`config.mk`:
```
export PLATFORM = sky130hd
export DESIGN_NAME = load_store_unit
export DESIGN_NICKNAME = d
export VERILOG_FILES = /design/src/rtl/load_store_unit.sv
export SDC_FILE = /design/constraint.sdc
export NUM_CORES = 1
export LEC_CHECK = 0
export ABC_AREA = 0
export BUFFER_PORTS_ARGS = -buffer_cell sky130_fd_sc_hd__buf_2
export CAP_MARGIN = 20
export CORE_MARGIN = 2
export CORE_UTILIZATION = 45
export DETAILED_ROUTE_END_ITERATION = 8
export HOLD_SLACK_MARGIN = 0.15
export MAX_ROUTING_LAYER = met4
export PLACE_DENSITY = 0.75
export SETUP_SLACK_MARGIN = 0.2
export SYNTH_ARGS = -nofsm -noshare
export SYNTH_HDL_FRONTEND = slang
export SYNTH_SLANG_ARGS = --single-unit
```
`constraint.sdc`:
```
create_clock -name clk -period 3.1 [get_ports clk]
set_clock_uncertainty 0.05 [all_clocks]
set_input_delay 0.465 -clock clk [delete_from_list [all_inputs] [get_ports clk]]
set_output_delay 0.465 -clock clk [all_outputs]
set_load 0.03 [all_outputs]
```
`src/rtl/load_store_unit.sv`:
```
`default_nettype none
// +--------------------------------------------------------------------------+
// | load_store_unit: byte/half/word loads and stores on a word-only memory   |
// | port, with read-modify-write for sub-word stores.                        |
// | Define LSU_MISALIGN_TRAP_EN to reject misaligned half/word requests.     |
// | Revision: 1.0                                                            |
// +--------------------------------------------------------------------------+
module load_store_unit #(
  parameter int D_WIDTH = 32,
  parameter int A_WIDTH = 32
) (
  input  logic               clk,
  input  logic               rst,
  input  logic               req_valid,
  output logic               req_ready,
  input  logic               req_we,
  input  logic [1:0]         req_size,
  input  logic               req_unsigned,
  input  logic [A_WIDTH-1:0] req_addr,
  input  logic [D_WIDTH-1:0] req_wdata,
  output logic               rsp_valid,
  output logic [D_WIDTH-1:0] rsp_rdata,
  output logic               rsp_err,
  output logic               mem_we,
  output logic [A_WIDTH-1:0] mem_w_addr,
  output logic [D_WIDTH-1:0] mem_w_data,
  output logic               mem_re,
  output logic [A_WIDTH-1:0] mem_r_addr,
  input  logic [D_WIDTH-1:0] mem_r_data
);

  localparam logic [1:0] SZ_BYTE = 2'b00;
  localparam logic [1:0] SZ_HALF = 2'b01;
  localparam logic [1:0] SZ_WORD = 2'b10;
  localparam logic [1:0] SZ_RSVD = 2'b11;

  typedef enum logic [1:0] {
    IDLE = 2'd0,
    RD   = 2'd1,
    CAP  = 2'd2,
    WR   = 2'd3
  } state_t;

  state_t             state_q, state_d;
  logic               we_q, we_d;
  logic [1:0]         size_q, size_d;
  logic               uns_q, uns_d;
  logic [A_WIDTH-1:0] addr_q, addr_d;
  logic [D_WIDTH-1:0] wdata_q, wdata_d;
  logic [D_WIDTH-1:0] wr_data_q, wr_data_d;
  logic               rsp_valid_q, rsp_valid_d;
  logic               rsp_err_q, rsp_err_d;
  logic [D_WIDTH-1:0] rsp_rdata_q, rsp_rdata_d;

  logic               req_err;
  logic [A_WIDTH-1:0] req_addr_al;
  logic [4:0]         shamt;
  logic [D_WIDTH-1:0] rd_shift;
  logic [D_WIDTH-1:0] lane_mask;
  logic [D_WIDTH-1:0] load_data;
  logic [D_WIDTH-1:0] merged;

  // Alignment is harmless in trap mode: misaligned half/word never leave IDLE there.
  always_comb begin
    req_addr_al = req_addr;
    if (req_size == SZ_HALF) begin
      req_addr_al[0] = 1'b0;
    end else if (req_size == SZ_WORD) begin
      req_addr_al[1:0] = 2'b00;
    end
  end

  always_comb begin
    req_err = (req_size == SZ_RSVD);
`ifdef LSU_MISALIGN_TRAP_EN
    if ((req_size == SZ_HALF) && req_addr[0]) begin
      req_err = 1'b1;
    end
    if ((req_size == SZ_WORD) && (req_addr[1:0] != 2'b00)) begin
      req_err = 1'b1;
    end
`endif
  end

  always_comb begin
    shamt     = {addr_q[1:0], 3'b000};
    rd_shift  = mem_r_data >> shamt;
    load_data = mem_r_data;
    lane_mask = '1;
    case (size_q)
      SZ_BYTE: begin
        load_data = {{(D_WIDTH-8){rd_shift[7] & ~uns_q}}, rd_shift[7:0]};
        lane_mask = {{(D_WIDTH-8){1'b0}}, 8'hFF} << shamt;
      end
      SZ_HALF: begin
        load_data = {{(D_WIDTH-16){rd_shift[15] & ~uns_q}}, rd_shift[15:0]};
        lane_mask = {{(D_WIDTH-16){1'b0}}, 16'hFFFF} << shamt;
      end
      default: ;
    endcase
    merged = (mem_r_data & ~lane_mask) | ((wdata_q << shamt) & lane_mask);
  end

  // Errors respond straight from the accept edge so the response cycle is
  // already an IDLE cycle and can accept the next request.
  always_comb begin
    state_d     = state_q;
    we_d        = we_q;
    size_d      = size_q;
    uns_d       = uns_q;
    addr_d      = addr_q;
    wdata_d     = wdata_q;
    wr_data_d   = wr_data_q;
    rsp_valid_d = 1'b0;
    rsp_err_d   = 1'b0;
    rsp_rdata_d = rsp_rdata_q;
    case (state_q)
      IDLE: begin
        if (req_valid) begin
          we_d    = req_we;
          size_d  = req_size;
          uns_d   = req_unsigned;
          addr_d  = req_addr_al;
          wdata_d = req_wdata;
          if (req_err) begin
            rsp_valid_d = 1'b1;
            rsp_err_d   = 1'b1;
            rsp_rdata_d = '0;
          end else if (req_we && (req_size == SZ_WORD)) begin
            wr_data_d = req_wdata;
            state_d   = WR;
          end else begin
            state_d = RD;
          end
        end
      end
      RD: state_d = CAP;
      CAP: begin
        if (we_q) begin
          wr_data_d = merged;
          state_d   = WR;
        end else begin
          rsp_valid_d = 1'b1;
          rsp_rdata_d = load_data;
          state_d     = IDLE;
        end
      end
      WR: begin
        rsp_valid_d = 1'b1;
        rsp_rdata_d = '0;
        state_d     = IDLE;
      end
      default: state_d = IDLE;
    endcase
  end

  always_ff @(posedge clk) begin
    if (rst) begin
      state_q     <= IDLE;
      we_q        <= 1'b0;
      size_q      <= 2'b00;
      uns_q       <= 1'b0;
      addr_q      <= '0;
      wdata_q     <= '0;
      wr_data_q   <= '0;
      rsp_valid_q <= 1'b0;
      rsp_err_q   <= 1'b0;
      rsp_rdata_q <= '0;
    end else begin
      state_q     <= state_d;
      we_q        <= we_d;
      size_q      <= size_d;
      uns_q       <= uns_d;
      addr_q      <= addr_d;
      wdata_q     <= wdata_d;
      wr_data_q   <= wr_data_d;
      rsp_valid_q <= rsp_valid_d;
      rsp_err_q   <= rsp_err_d;
      rsp_rdata_q <= rsp_rdata_d;
    end
  end

  assign req_ready  = (state_q == IDLE) && !rst;
  assign mem_re     = (state_q == RD) && !rst;
  assign mem_we     = (state_q == WR) && !rst;
  assign mem_w_addr = {addr_q[A_WIDTH-1:2], 2'b00};
  assign mem_r_addr = {addr_q[A_WIDTH-1:2], 2'b00};
  assign mem_w_data = wr_data_q;
  assign rsp_valid  = rsp_valid_q;
  assign rsp_err    = rsp_err_q;
  assign rsp_rdata  = rsp_rdata_q;

endmodule
`default_nettype wire
```
==> impl_metrics.tcl, run 1 <==
set metrics [dict create \
    status "complete, no violations" \
    synthXorXnorAreaFrac_pct 0.124 \
    utilization_pct 55.3 \
    antenna_cells 0 \
    antenna_found_initial 0 \
    avgRoutedWirePerCell_um 18.6 \
    dp.cells 1169 \
    hold_path_depth 3 \
    synth_top_family_by_area "compound AO/OA/AOI/OAI gates" \
    synthArstFlopShare_pct 0 \
    worstReg2RegStart "state_q[1]$_SDFFE_PP0P_" \
    clkLatencyLatePin_ns 0.43 \
    worstRegToRegCells 4 \
    clk_pin_slew_ns 0.06 \
    synth_compound_area_share_pct 25.0 \
    finalHoldViolations 0 \
    grt_pass1_wl_um 34000 \
    ir_drop_uv 392 \
    startpoint_type "flop" \
    clk_path_buf_depth 2 \
    drt-pass1-iter-count 5 \
    worst_pin_slew_ns 0.829 \
    nNetsFinal 1080 \
    viasPerCell 5.70 \
    fmax_mhz 407 \
    max_cap_violations 0 \
    drc_errors 0 \
    avgSynthCellArea_sq_um 8.45 \
    worstSetupPathType "flop to flop" \
    grt_max_degree 69 \
    setup_viol 0 \
    yosys_most_used_dff "dfxtp_1" \
    num_io_pins 236 \
    dp_hpwl_um 16100 \
    routed_wl_um 22300 \
    period_needed_ns 2.46 \
    hold_path_class "input pin to flop" \
    synthMuxAreaShare_pct 7.95 \
    drt_iter0_markers 659 \
    hold_slack_ns 0.220 \
    core_area_sq_um 15300 \
    postCtsHoldBufs 0 \
    ys_warn_count 0 \
    slew_violations 0 \
    chipHeight_um 129 \
    min_delay_worst_endpoint "addr_q[16]$_SDFFE_PP0P_" \
    seq_area_frac_synth_pct 38.4 \
    syn_inst 839 \
    drive_gt1_share_pct 31.3 \
    end_kind "flop" \
    cpPeakStageDelay_ns 0.71 \
    die_w_um 129 \
    rrSetupSlack_ns 0.64 \
    power_w 0.00476 \
    final_cell_mix "buf_2 (230), nand2_1 (172), dfxtp_1 (134), a21oi_1 (99), mux2i_1 (33)" \
    rsz0062_at_grt "false" \
    relSlewSlack_pct 44.8 \
    power.density_nw_per_um2 561 \
    syn_area_sq_um 7090 \
    synth_edf_count 0 \
    ys_ff_latch 136 \
    area_delta_synth_final_pct 19.5 \
    p_leak_nw 3.70 \
    holdCritStartpoint "req_addr[16]" \
    worst-endpoint-arrival_ns 2.78 \
    cts_sinks 136 \
    crit_chain "nand2b_1, nor3_4, o2111a_1, a221o_1" \
    drt.antenna.violating_nets 0 \
    clock-root-buffer "clkbuf_16" \
    start_util_pct 46.3 \
    htreeDepth 4 \
    track_usage_pct 27.4 \
    slowest_stage "dfxtp_1" \
    finalCritPeriodShare_pct 79.3 \
    yosysUniqueCellTypes 54 \
    cts_tree "yes" \
    rows 45 \
    worst-path-max-fanout 16 \
    cts_buffers 17 \
    synth_fa_ha_area_share_pct 0 \
    vias 6846 \
    yosys.area_share.simple_pct 15.6 \
    port_buffers 231 \
    finalSetupTns_ns 0 \
    postCtsSetupBuffers 0 \
    gp_congestion 0.907 \
    worst_ep_required_time_ns 3.42 \
    reg2reg_to "rsp_rdata[27]$_SDFFE_PP0P_" \
    final_common_cell "buf_2" \
    gr-total-overflow 0 \
    grt_pass1_vias 6146 \
    cts_resized 0 \
    die_area_sq_um 16800 \
    final_cells 1201 \
]
-- registers in the layout, summed over array words and instances, names as in the netlist --
name,count
addr_q,32
mem_w_data,32
rsp_rdata,32
wdata_q,32
size_q,2
state_q,2
rsp_err,1
rsp_valid,1
uns_q,1
we_q,1
-- logic make-up after synthesis --
kind of cell / count (synthesis)
flip-flops: 136
AND/OR/NAND/NOR: 250
multiplexers: 44
buffers and inverters: 159
XOR/XNOR: 1
AO/OA/AOI/OAI: 248
other: 1
-- critical path: cells and delay by family, from the launching register on --
family	cells	cell delay, ns
flip-flops	1	0.71
AND/OR/NAND/NOR	2	0.77
AO/OA/AOI/OAI	2	0.86
-- through the flow --
stage	area, sq um	setup slack [ns]
after floorplan	7100	0.820
after global routing	8470	0.523
final	8470	0.643
after detailed placement	7910	0.711
after CTS	8470	0.687
after global placement	7910	0.821
-- cell type report --
class / count / area [sq um]
well taps: 211 / 264
clock buffers: 19 / 443
flip-flops and latches: 136 / 2730
multi-input cells: 547 / 3470
repair buffers: 257 / 1380
clock inverters: 13 / 123
inverters: 18 / 67.6
fillers: 1493 / 6840
-- report_power, final --
group,switching [W],internal [W],total [W]
registers,0.000105,0.00184,0.00195
clock network,0.000813,0.00113,0.00194
logic,0.000569,0.000298,0.000867
total,0.00149,0.00327,0.00476
-- worst max path at each step --
stage / from / end / slack [ns] / depth (start not counted)
final: state_q[1]$_SDFFE_PP0P_ / rsp_rdata[27]$_SDFFE_PP0P_ / 0.64 / 4
after detailed placement: state_q[1]$_SDFFE_PP0P_ / rsp_rdata[27]$_SDFFE_PP0P_ / 0.71 / 4
after CTS: state_q[0]$_SDFFE_PP0P_ / mem_re / 0.69 / 3
after global placement: state_q[1]$_SDFFE_PP0P_ / rsp_rdata[24]$_SDFFE_PP0P_ / 0.82 / 4
after global routing: state_q[1]$_SDFFE_PP0P_ / rsp_rdata[25]$_SDFFE_PP0P_ / 0.52 / 4
after floorplan: rst / mem_we / 0.82 / 4
-- synth_stat cells, types with 13 or more instances --
cell,count,area share [%]
a211oi_1,17,1.8
clkbuf_1,41,2.2
mux2i_1,33,4.7
nor3_1,15,1.1
dfxtp_1,136,38
a221o_1,16,2.3
inv_1,17,0.90
nor2b_1,13,1.1
nor2_1,24,1.3
buf_4,67,7.1
nand2_1,173,9.2
o21ai_0,16,1.1
a21oi_1,99,7.0
buf_2,16,1.1
-- metal layers --
| metal | wire length [um] | part of all wire, % | GRT usage (%) |
|---|---|---|---|
| met4 | 516 | 2.3 | 9.23 |
| met2 | 10300 | 46 | 42.0 |
| met3 | 2260 | 10 | 5.62 |
| met1 | 9280 | 42 | 36.1 |
| met5 | 0 | 0 | - |
(Power assumes the default switching activity.)
==> run 2: changes to the inputs <==
--- a/config.mk
+++ b/config.mk
@@ -5,7 +5,7 @@
 export SDC_FILE = /design/constraint.sdc
 export NUM_CORES = 1
 export LEC_CHECK = 0
-export ABC_AREA = 0
+export ABC_AREA = 1
 export BUFFER_PORTS_ARGS = -buffer_cell sky130_fd_sc_hd__buf_2
 export CAP_MARGIN = 20
 export CORE_MARGIN = 2
@@ -13,7 +13,7 @@
 export DETAILED_ROUTE_END_ITERATION = 8
 export HOLD_SLACK_MARGIN = 0.15
 export MAX_ROUTING_LAYER = met4
-export PLACE_DENSITY = 0.75
+export PLACE_DENSITY = 0.78
 export SETUP_SLACK_MARGIN = 0.2
 export SYNTH_ARGS = -nofsm -noshare
 export SYNTH_HDL_FRONTEND = slang
==> constraint.sdc (replaced) <==
create_clock -name clk -period 2.1 [get_ports clk]
set_clock_uncertainty 0.05 [all_clocks]
set_input_delay 0.315 -clock clk [delete_from_list [all_inputs] [get_ports clk]]
set_output_delay 0.315 -clock clk [all_outputs]
set_load 0.03 [all_outputs]
==> impl_metrics.tcl, run 2 <==
set metrics [dict create \
    status "complete, no violations" \
    drt_iter0_markers 941 \
    avgRoutedWirePerCell_um 16.8 \
    p_leak_nw 4.41 \
    fmax_mhz 540 \
    hold_path_class "input pin to flop" \
    finalSetupTns_ns 0 \
    yosys_most_used_dff "dfxtp_1" \
    area_delta_synth_final_pct 29.8 \
    cts_buffers 17 \
    gr-total-overflow 0 \
    ys_ff_latch 136 \
    nFillCells 1408 \
    viasPerCell 5.32 \
    seq_area_frac_synth_pct 38.6 \
    relSlewSlack_pct 62.8 \
    finalCritPeriodShare_pct 88.1 \
    hold_slack_ns 0.160 \
    worst_pin_slew_ns 0.558 \
    end_kind "output pin" \
    num_io_pins 236 \
    clk_path_buf_depth 2 \
    dp_hpwl_um 17200 \
    syn_area_sq_um 7050 \
    pwr-share-comb_pct 25.7 \
    synthArstFlopShare_pct 0 \
    synth_largest_type_area_fraction_pct 38.6 \
    p_int_w 0.00544 \
    nNetsFinal 1367 \
    yosysUniqueCellTypes 34 \
    rsz0062_at_grt "true" \
    rows 45 \
    antenna_found_initial 0 \
    routed_wl_um 24900 \
    htreeDepth 4 \
    power.density_nw_per_um2 904 \
    drive_gt1_share_pct 25.1 \
    clkLatencyLatePin_ns 0.43 \
    antenna_cells 0 \
    gp_congestion 0.997 \
    switching_share_pct 34.2 \
    syn_inst 1051 \
    start_util_pct 46.2 \
    drt-pass1-iter-count 6 \
    core_area_sq_um 15300 \
    worstSetupPathType "flop to output pin" \
    chipHeight_um 129 \
    grt_pass1_vias 7260 \
    final_cells 1488 \
    avgSynthCellArea_sq_um 6.71 \
    power.switching_w 0.00283 \
    cts_sinks 136 \
    final_cell_mix "nand2_1 (243), buf_2 (231), nor2_1 (153), dfxtp_1 (136), o21ai_0 (135)" \
    grt_pass1_wl_um 38600 \
    drt.antenna.violating_nets 0 \
    yosysTopAreaCell "dfxtp_1" \
    track_usage_pct 30.4 \
    setup_viol 0 \
    cts_tree "yes" \
    vias 7919 \
    dp.cells 1395 \
    yosysMostFrequentCell "nand2_1" \
    clock-root-buffer "clkbuf_16" \
    sequentialPowerShare_pct 35.7 \
    grt_max_degree 62 \
    ys_warn_count 0 \
    ir_drop_uv 582 \
    utilization_pct 60.0 \
    drc_errors 0 \
    power_frac_clock_pct 38.6 \
    synthTopCellsByCount "nand2_1 (243), nor2_1 (154), dfxtp_1 (136)" \
    synth_edf_count 0 \
    period_needed_ns 1.85 \
    worst-path-max-fanout 5 \
    slew_violations 0 \
    worst_ep_required_time_ns 1.74 \
    worst-endpoint-arrival_ns 1.49 \
    die_area_sq_um 16700 \
    die_w_um 129 \
    port_buffers 231 \
    max_cap_violations 0 \
    clk_pin_slew_ns 0.06 \
    startpoint_type "flop" \
    ys_top_cells_by_area "dfxtp_1 (39%), nand2_1 (13%), o21ai_0 (9.6%)" \
    finalHoldViolations 0 \
    final_common_cell "nand2_1" \
]
run 2: changes by cell type after synthesis, sizes merged, moves of 14 or more:
cell    before  now
nor3        17    3
inv         18   52
mux2i       33    0
nand2      173  249
nor2        25  160
nor2b       14    0
a221o       16    0
clkbuf      42   28
nand3        2   48
a211oi      17    2
o21ai       16  137
run 2: critical path, cell delays in order, from the launching register on:
cell	delay, ns
dfxtp_1	0.38
nor2_2	0.21
inv_2	0.09
nor2_2	0.16
buf_2	0.23
run 2: area by class of cell:
type / count / area, sq um / share of cell area, %
clock buffer: 18 / 429 / 4.69
timing repair buffer: 319 / 2000 / 21.8
sequential: 136 / 2720 / 29.7
clock inverter: 14 / 199 / 2.17
inverter: 52 / 195 / 2.13
multi-input combinational: 738 / 3350 / 36.6
tap: 211 / 264 / 2.88
run 2: path summary, 6_finish.rpt:
check	startpoint	endpoint	slack (ns)	cells past startpoint
hold / removal	req_wdata[16]	wdata_q[16]$_SDFFE_PP0P_	0.16	3
setup reg to reg	addr_q[0]$_SDFFE_PP0P_	rsp_rdata[21]$_SDFFE_PP0P_	0.31	8
setup / recovery	state_q[1]$_SDFFE_PP0P_	req_ready	0.25	4
hold reg to reg	rsp_rdata[10]$_SDFFE_PP0P_	rsp_rdata[10]$_SDFFE_PP0P_	0.41	2
run 2: timing repair:
action,in CTS,in global routing
endpoints found under the setup margin,1,14
gates cloned,0,1
endpoints found under the hold margin,69,0
pin swaps,0,1
buffers inserted,0,0
resized for setup,1,2
hold buffers,60,0
run 2: metrics by stage:
stage               instance area [sq um]  total power [W]  setup slack [ns]
CTS                                  9130          0.00824             0.226
global route                         9150          0.00863             0.198
global placement                     7900          0.00496             0.416
floorplan                            7060          0.00452             0.358
finish                               9150          0.00827             0.249
detailed placement                   7900          0.00497             0.378
run 2: metal layers:
layer	GRT usage (%)	vias up	routed length [um]
met5	-	-	0
met4	13.2	0	820
met3	5.86	73	1950
met2	46.0	428	11400
met1	39.7	3639	10700
li1	-	3779	-
run 2: cells by family after synthesis:
| kind of cell | synth area share [%] |
|---|---|
| other | 0.0532 |
| AND/OR/NAND/NOR | 27.9 |
| flip-flops | 38.6 |
| AO/OA/AOI/OAI | 19.0 |
| buffers and inverters | 14.4 |
run 2: power groups by stage:
stage | Combinational [W] | Clock, W | Sequential (W)
finish | 0.00212 | 0.00319 | 0.00296
global route | 0.00231 | 0.00335 | 0.00298
global placement | 0.00196 | 0 | 0.00300
floorplan | 0.00144 | 0 | 0.00308
CTS | 0.00207 | 0.00322 | 0.00295
detailed placement | 0.00197 | 0 | 0.00300
==> run 3: changes to the inputs <==
--- a/config.mk
+++ b/config.mk
@@ -14,6 +14,7 @@
 export HOLD_SLACK_MARGIN = 0.15
 export MAX_ROUTING_LAYER = met4
 export PLACE_DENSITY = 0.78
+export RECOVER_POWER = 100
 export SETUP_SLACK_MARGIN = 0.2
 export SYNTH_ARGS = -nofsm -noshare
 export SYNTH_HDL_FRONTEND = slang
==> constraint.sdc (replaced) <==
create_clock -name clk -period 1.65 [get_ports clk]
set_clock_uncertainty 0.05 [all_clocks]
set_input_delay 0.2475 -clock clk [delete_from_list [all_inputs] [get_ports clk]]
set_output_delay 0.2475 -clock clk [all_outputs]
set_load 0.03 [all_outputs]
==> impl_metrics.tcl, run 3 (synthesis results as in run 2) <==
set metrics [dict create \
    antenna_found_initial 0 \
    die_w_um 129 \
    cts_buffers 17 \
    fmax_mhz 614 \
    htreeDepth 4 \
    final_common_cell "nand2_1" \
    final_cell_mix "nand2_1 (231), buf_2 (229), nor2_1 (144), dfxtp_1 (132)" \
    worst_ep_required_time_ns 1.94 \
    hold_slack_ns 0.172 \
    drt-pass1-iter-count 6 \
    reg2reg_to "mem_w_data[0]$_SDFFE_PP0P_" \
    rsz0062_at_grt "true" \
    core_area_sq_um 15300 \
    start_util_pct 46.2 \
    routed_wl_um 26800 \
    power.density_nw_per_um2 1080 \
    clk_path_buf_depth 2 \
    finalCritPeriodShare_pct 98.7 \
    max_cap_violations 0 \
    sequentialPowerShare_pct 34.0 \
    track_usage_pct 31.2 \
    worst-endpoint-arrival_ns 1.92 \
    power_frac_clock_pct 36.8 \
    final_area_sq_um 10300 \
    gp_congestion 1.03 \
    viasPerCell 5.31 \
    rows 45 \
    p_leak_nw 4.85 \
    period_needed_ns 1.63 \
    port_buffers 231 \
    worst-path-max-fanout 12 \
    status "complete, no violations" \
    holdCritStartpoint "req_size[0]" \
    nNetsFinal 1431 \
    drt_iter0_markers 924 \
    end_kind "flop" \
    finalSetupTns_ns 0 \
    p_int_w 0.00734 \
    worstReg2RegStart "state_q[0]$_SDFFE_PP0P_" \
    cts_sinks 136 \
    rrSetupSlack_ns 0.02 \
    power_w 0.0111 \
    avgRoutedWirePerCell_um 17.3 \
    drt.antenna.violating_nets 0 \
    chipHeight_um 129 \
    min_delay_worst_endpoint "addr_q[0]$_SDFFE_PP0P_" \
    finalHoldViolations 0 \
    ir_drop_uv 786 \
    setup_viol 0 \
    worstSetupPathType "flop to flop" \
    post_dp_cell_area_sq_um 8100 \
    drive_gt1_share_pct 32.3 \
    pwr-share-comb_pct 29.1 \
    drc_errors 0 \
    die_area_sq_um 16700 \
    hold_path_depth 4 \
    dp_hpwl_um 17500 \
    clk_pin_slew_ns 0.06 \
    clock-root-buffer "clkbuf_16" \
    register_area_sq_um 2740 \
    grt_max_degree 35 \
    clkLatencyLatePin_ns 0.43 \
    antenna_cells 0 \
    area_delta_synth_final_pct 45.4 \
    gr-total-overflow 0 \
    hold_path_class "input pin to flop" \
    num_io_pins 236 \
    vias 8237 \
    grt_pass1_vias 7627 \
    switching_share_pct 33.9 \
    power.switching_w 0.00376 \
    slew_violations 0 \
    startpoint_type "flop" \
    multi_input_area_sq_um 3620 \
    cts_tree "yes" \
    grt_pass1_wl_um 39400 \
    worstRegToRegCells 8 \
    nFillCells 1279 \
]
-- run 3: cell types whose count changed in the layout (fill, tap and decap cells not counted), sizes merged --
cell         change
clkinvlp         +2
clkinv           -1
dlygate4sd3     +11
clkbuf           +8
inv              -4
buf             +47
-- run 3: critical path, cell delays in order, from the launching register on --
cell	delay, ns
dfxtp_4	0.36
nor2_4	0.14
buf_6	0.13
nand2_4	0.05
nor2_4	0.08
o21a_4	0.30
buf_16	0.18
o21ai_1	0.07
a21oi_1	0.16
-- run 3: power groups by stage --
stage / sequential (W) / combinational, W / clock (W)
final: 0.00378 / 0.00324 / 0.00409
after floorplan: 0.00391 / 0.00183 / 0
after global placement: 0.00382 / 0.00259 / 0
after global routing: 0.00381 / 0.00347 / 0.00423
after detailed placement: 0.00382 / 0.00260 / 0
after CTS: 0.00376 / 0.00289 / 0.00410
-- run 3: how the worst max path moves through the flow --
stage	from	end	slack [ns]
after floorplan	rst	mem_we	0.04
after global placement	state_q[1]$_SDFFE_PP0P_	mem_w_data[16]$_SDFFE_PP0P_	0.005
after detailed placement	state_q[1]$_SDFFE_PP0P_	mem_w_data[21]$_SDFFE_PP0P_	0.01
after CTS	state_q[1]$_SDFFE_PP0P_	req_ready	0.09
after global routing	state_q[0]$_SDFFE_PP0P_	mem_w_data[2]$_SDFFE_PP0P_	-0.02
final	state_q[0]$_SDFFE_PP0P_	mem_w_data[0]$_SDFFE_PP0P_	0.02
-- run 3: metrics by stage --
| stage | utilization [%] | cells | setup slack (ns) |
|---|---|---|---|
| 5_1_grt | 67.2 | 1551 | -0.0198 |
| 2_1_floorplan | - | 1054 | 0.0426 |
| 4_1_cts | 63.6 | 1532 | 0.0885 |
| 3_3_place_gp | 53.1 | 1418 | 0.00486 |
| 3_5_place_dp | 53.1 | 1418 | 0.0119 |
| 6_report | 67.2 | 1551 | 0.0219 |
-- run 3: routing by layer --
layer / global-route usage, % / share of wire, % / vias up
met5: - / 0 / -
met4: 11.3 / 3.1 / 0
met3: 5.99 / 8.0 / 75
met2: 48.5 / 47 / 452
met1: 40.5 / 42 / 3803
li1: - / - / 3907
-- run 3: area by class of cell --
cell class / instances / area share [%]
clock buffers: 20 / 4.45
clock inverters: 11 / 1.68
inverters: 52 / 2.12
multi-input cells: 738 / 35.3
flip-flops and latches: 136 / 26.7
well taps: 211 / 2.57
repair buffers: 383 / 27.2
-- run 3: timing repair --
item                       CTS  global route
setup buffers               10             9
gates resized for setup     72            84
gates cloned                 3             9
setup endpoints to repair  111           108
hold endpoints to repair    98             1
hold buffers                70             2
pin swaps                    7            19
